File: src/rtl/ctrl_sequencer.sv
// ctrl_sequencer: multi-cycle fetch/decode/regread/execute/mem/writeback control for the 16-bit RISC core
module ctrl_sequencer #(
  parameter logic [15:0] RESET_PC = 16'h0000
) (
  input  logic        clk,
  input  logic        rst_n,
  input  logic        mem_ready,
  input  logic [15:0] mem_rdata,
  input  logic [15:0] alu_result,
  input  logic        shdbranch,
  output logic        mem_req,
  output logic        mem_we,
  output logic [15:0] mem_addr,
  output logic [15:0] ir,
  output logic [4:0]  aluop,
  output logic [7:0]  imm,
  output logic        alu_en,
  output logic        rf_rd_en,
  output logic        rf_we,
  output logic        wb_sel,
  output logic [15:0] pc,
  output logic        halted,
  output logic [2:0]  state,
  output logic [15:0] mdr
);
  localparam logic [2:0] IDLE      = 3'd0;
  localparam logic [2:0] FETCH     = 3'd1;
  localparam logic [2:0] DECODE    = 3'd2;
  localparam logic [2:0] REGREAD   = 3'd3;
  localparam logic [2:0] EXECUTE   = 3'd4;
  localparam logic [2:0] MEM       = 3'd5;
  localparam logic [2:0] WRITEBACK = 3'd6;
  localparam logic [2:0] HALT      = 3'd7;
  logic [3:0]  op;
  logic [2:0]  next_state;
  logic [15:0] addr_q;
  logic        br_q;
  assign op = ir[15:12];
  always_comb begin
    next_state = state == IDLE      ? FETCH :
                 state == FETCH     ? (mem_ready ? DECODE : FETCH) :
                 state == DECODE    ? (op == 4'd15 ? HALT : REGREAD) :
                 state == REGREAD   ? EXECUTE :
                 state == EXECUTE   ? (op == 4'd12 || op == 4'd13 ? MEM : WRITEBACK) :
                 state == MEM       ? (mem_ready ? WRITEBACK : MEM) :
                 state == WRITEBACK ? FETCH : HALT;
  end
  always_ff @(posedge clk) begin
    if (!rst_n) begin
      state  <= IDLE;
      pc     <= RESET_PC;
      ir     <= '0;
      addr_q <= '0;
      br_q   <= 1'b0;
      mdr    <= '0;
    end else begin
      state <= next_state;
      if (state == FETCH && mem_ready) ir <= mem_rdata;
      if (state == EXECUTE) begin
        addr_q <= alu_result;
        br_q   <= (op == 4'd10 || op == 4'd11) && shdbranch;
      end
      if (state == MEM && mem_ready) mdr <= mem_rdata;
      if (state == WRITEBACK) pc <= br_q ? addr_q : pc + 16'd1;
    end
  end
  assign mem_req  = state == FETCH || state == MEM;
  assign mem_we   = state == MEM && op == 4'd13;
  assign mem_addr = state == FETCH ? pc : state == MEM ? addr_q : 16'h0000;
  assign aluop    = op < 4'd12 ? ir[15:11] : 5'd0;
  assign imm      = ir[7:0];
  assign alu_en   = state == EXECUTE;
  assign rf_rd_en = state == REGREAD;
  assign rf_we    = state == WRITEBACK && (op < 4'd10 || op == 4'd12);
  assign wb_sel   = state == WRITEBACK && op == 4'd12;
  assign halted   = state == HALT;
endmodule

File: config.mk
export PLATFORM = sky130hd
export DESIGN_NAME = ctrl_sequencer
export DESIGN_NICKNAME = d
export VERILOG_FILES = /design/src/rtl/ctrl_sequencer.sv
export SDC_FILE = /design/constraint.sdc
export NUM_CORES = 1
export LEC_CHECK = 0
export CELL_PAD_IN_SITES_DETAIL_PLACEMENT = 1
export CELL_PAD_IN_SITES_GLOBAL_PLACEMENT = 2
export CORE_MARGIN = 2
export CORE_UTILIZATION = 24
export DETAILED_ROUTE_END_ITERATION = 16
export GPL_ROUTABILITY_DRIVEN = 1
export HOLD_SLACK_MARGIN = 0.05
export PLACE_DENSITY_LB_ADDON = 0.1
export SKIP_CTS_REPAIR_TIMING = 1
export SYNTH_ARGS = -nofsm -noshare
export SYNTH_HDL_FRONTEND = slang
export SYNTH_SLANG_ARGS = --single-unit
File: constraint.sdc
create_clock -name clk -period 2.16 [get_ports clk]
set_clock_uncertainty 0.2 [all_clocks]
set_input_delay 0.216 -clock clk [delete_from_list [all_inputs] [get_ports clk]]
set_output_delay 0.216 -clock clk [all_outputs]
set_load 0.03 [all_outputs]
Word-level counts from Yosys, hierarchy flattened --
Cells that the tools add are included.
Word-level totals: register bits after elaboration 68, input port bits 36, output and inout bits 87, logic and storage cells 50
Operators by class: add/subtract/negate cells 1, magnitude comparators 2, equal/unequal tests 12, multiplexer cells 15, bitwise logic cells 1, reductions and logical operators 12
Operator list (number):
- $mux W16 | 3
- $mux W3 | 7
- $eq A4 B4 Y1 const B | 5
- $add A16 B1 Y16 const B | 1
- $eq A3 B3 Y1 const B | 4
- $lt A4 B4 Y1 const B | 2
- $eq A3 B2 Y1 const B | 2
- $logic_and A1 B1 Y1 | 6
- $mux W2 | 3
- $mux W5 | 1
- $logic_or A1 B1 Y1 | 4
- $eq A3 B1 Y1 const B | 1
- $logic_not A3 Y1 | 1
- $reduce_or A2 Y1 | 1
- $mux W1 | 1
- $not A1 Y1 | 1

Longest topological paths before layout --
depth in word-level cells 8, mapped depth 8, gate-level depth less buffers 5

Worst setup path after synthesis --
OpenSTA, ideal clock, no wires.
path type register to output, start point register state[1], end point output port wb_sel, data arrival time 1.942 ns, data required time 1.744 ns, path slack -0.198 ns, stages on the path, launching flop included 5, path buffers 2, cell sequence dfxtp_1 buf_2 nand3b_4 clkbuf_1 nor4_1
On the way: word-level cells in the longest chain between the ends 2
Ends and longest elaborated chain:
- start, declared | RTL line 23 | output logic [2:0] state,
- start signal, assigned | RTL line 57 | state <= next_state;
- $eq A3 B3 Y1 | RTL line 75 | assign wb_sel = state == WRITEBACK && op == 4'd12;
- $logic_and A1 B1 Y1 | RTL line 75
- end, declared | RTL line 20 | output logic wb_sel,
Every way passes these cells.

Final worst setup path --
start point register ir[15], end point output port aluop[4]
On the way: word-level cells in the longest chain between the ends 2
Ends and longest elaborated chain:
- start, declared | RTL line 14 | output logic [15:0] ir,
- start signal, assigned | RTL line 58 | if (state == FETCH && mem_ready) ir <= mem_rdata;
- $lt A4 B4 Y1 | RTL line 70 | assign aluop = op < 4'd12 ? ir[15:11] : 5'd0;
- $mux W5 * | RTL line 70
- end, declared | RTL line 15 | output logic [4:0] aluop,
Every way passes the cells marked *; elsewhere a longest branch is shown, timed or not.

==> impl_metrics.csv <==
group,metric,value,unit
sta,whs,222,ps
placement,dp.cells,703,
layout,nNetsFinal,575,
global_route,grt_max_degree,33,
drt,first_pass_iters,4,
global_route,track_usage,0.167,
pwr,ir_drop,396,uV
drt,totalWireLength,11.8,mm
yosys,syn_inst,424,
layout,antenna_cells,0,
layout,drive_above_1_share,0.138,
clocking,cts_buffers,9,
clocking,cts_tree,"yes",
drt,ant_nets,0,
yosys,yosys_most_used_dff,"dfxtp_1",
setup_path,endpoint_kind,"output port",
layout,final_util,0.377,
placement,port_buffers,122,
sta,worst_pin_slew,400,ps
clocking,cts.path.max_buffers,2,
drt,wl_per_cell,16.4,um
run,maxCapViolCount,0,
setup_path,cp.required,1740,ps
yosys,synth.cell_area,0.00329,mm^2
drt,drc,0,
placement,dpl.hpwl,8.45,mm
setup_path,crit_fanout,3,
pwr,netSwitchingPower,0.00103,W
clocking,cts.sinks,68,
floorplan,dieHeight,121,um
layout,nFillCells,1634,
sta,max_slew_margin,0.733,
floorplan,die_w,121,um
sta,slew_violations,0,
worst_hold_path,hp-class,"in -> reg",
yosys,yosysSeqAreaShare,0.413,
yosys,async_reset_ff_frac,0,
sta,period_share,0.940,
layout,areaGrowthSynthToFinish,52.6,%
sta,setup_violations,0,
yosys,ys_warn_count,0,
yosys,synth_edf_count,0,
setup_path,crit_chain,"nor2b_1 -> clkdlybuf4s50_1",
yosys,synth_seq_cells,68,
global_route,antenna_found_initial,0,
floorplan,ios,123,
clocking,cts-htree-levels,3,
setup_path,crit_family,"buffers and inverters",
sta,finalHoldViolCount,0,
global_route,grt_overflow,0,
yosys,yosysUniqueCellTypes,46,
pwr,pwr-share-clk,0.397,
yosys,avgSynthCellArea,7.77,um^2
placement,gp_congestion,0.792,
drt,drt-initial-drc-count,99,
yosys,synth_top_area_frac,0.413,
yosys,synth_area_leader_cell,"dfxtp_1",
pwr,p_sw_frac,0.291,
layout,layout_commonest_cell,"nand2_1",
pwr,power.density,707,mW/mm^2
clocking,clock_latency,340,ps
pwr,combPwrFrac,0.209,
sta,grt_setup_unrepaired,"no",
sta,fin_tns_setup,0,ps
setup_path,start_kind,"flop",
pwr,seqPwrFrac,0.395,
layout,final_cell_mix,"105 x nand2_1, 94 x clkdlybuf4s50_1, 66 x dfxtp_1, 60 x a21oi_1, 38 x buf_4",
sta,fin_crit,2030,ps
yosys,synth_nets,461,
yosys,synth.area.top_cells,"dfxtp_1 41%, nand2_1 12%, a21oi_1 9.1%",
sta,fmax,492,MHz
setup_path,max_stage_delay,710,ps
global_route,grt_pass1_vias,3520,
setup_path,cp_num_buf_inv,1,
floorplan,core,0.0133,mm^2
floorplan,floorplan.initialDensity,0.247,
setup_path,arrival,1610,ps
setup_path,crit_type,"reg -> out",
run_status,status,"completed",
setup_path,critical-path-slowest-cell,"clkdlybuf4s50_1",
drt,vias,3354,
floorplan,die-area,0.0147,mm^2
floorplan,rows,42,
clocking,ctsRootBufferMaster,"clkbuf_16",
drt,vias_per_cell,4.66,
pwr,p_leak,1.86,nW
pwr,intPower,0.00252,W
global_route,grt_first_pass_wirelength,18.8,mm
layout,stdcell_count,719,
clocking,clk_pin_slew,50,ps
## cells by family after synthesis
logic type	share of synthesized area
AND/OR/NAND/NOR	0.270
AO/OA/AOI/OAI	0.170
flip-flops	0.413
multiplexers	0.0668
adder cells (fa/ha/maj)	0.00380
buffers and inverters	0.0756
## worst paths after layout
check                               startpoint    endpoint  slack (ps)  depth (start not counted)
worst min-delay path            alu_result[15]  addr_q[15]         220                          3
worst max-delay path                    ir[15]    aluop[4]         130                          2
worst min register to register           ir[9]       ir[9]         260                          2
worst max register to register           pc[0]      pc[12]         250                          5
## routing by layer
layer / part of all wire / track usage / up-vias
met5: 0 / 0 / -
met1: 0.42 / 0.188 / 1582
li1: - / - / 1682
met3: 0.073 / 0.0700 / 9
met2: 0.49 / 0.288 / 81
met4: 0.0099 / 0.0467 / 0
## cells in the mapped netlist (all sizes together), types with 5 or more instances
master	count
nand4	8
buf	28
clkbuf	13
dfxtp	68
nand2	105
o22ai	7
inv	6
a22oi	12
nor2	25
nand3	9
a21oi	60
and2	5
mux2i	22
o21ai	5
## power groups by stage
| stage | Combinational [W] | Clock (W) | Sequential [W] |
|---|---|---|---|
| 2_1_floorplan | 0.000324 | 0 | 0.00152 |
| 3_3_place_gp | 0.000744 | 0 | 0.00143 |
| 3_5_place_dp | 0.000752 | 0 | 0.00143 |
| 4_1_cts | 0.000755 | 0.00146 | 0.00141 |
| 5_1_grt | 0.000799 | 0.00152 | 0.00142 |
| 6_report | 0.000742 | 0.00141 | 0.00140 |
## flip-flops by register name, summed over array words and instances, names as in the netlist
signal,flops
addr_q,16
state,3
pc,16
mdr,16
ir,16
br_q,1
## through the flow
stage | area (um^2) | total power, W | setup WS (ps)
after floorplan | 3330 | 0.00184 | 72.2
after global placement | 4720 | 0.00217 | 278
after detailed placement | 4720 | 0.00218 | 243
after CTS | 5000 | 0.00362 | -109
after global routing | 5030 | 0.00374 | 11.7
final | 5030 | 0.00356 | 129
## area by class of cell
cell class              count  area (um^2)  area share
multi-input cells         308         1720       0.342
repair buffers            144         1410       0.281
flip-flops and latches     68         1360       0.271
clock buffers              15          278      0.0553
well taps                 176          220      0.0438
inverters                   7         28.8     0.00572
clock inverters             1         5.00    0.000996
## worst reg2reg max path, cell delays in order (launching register included)
cell     delay, ps
dfxtp_1        450
ha_1           270
nand4_1        180
nor4_1         370
o22ai_1        140
a31o_1         200
Note: power is estimated with default switching activity, not from simulation.
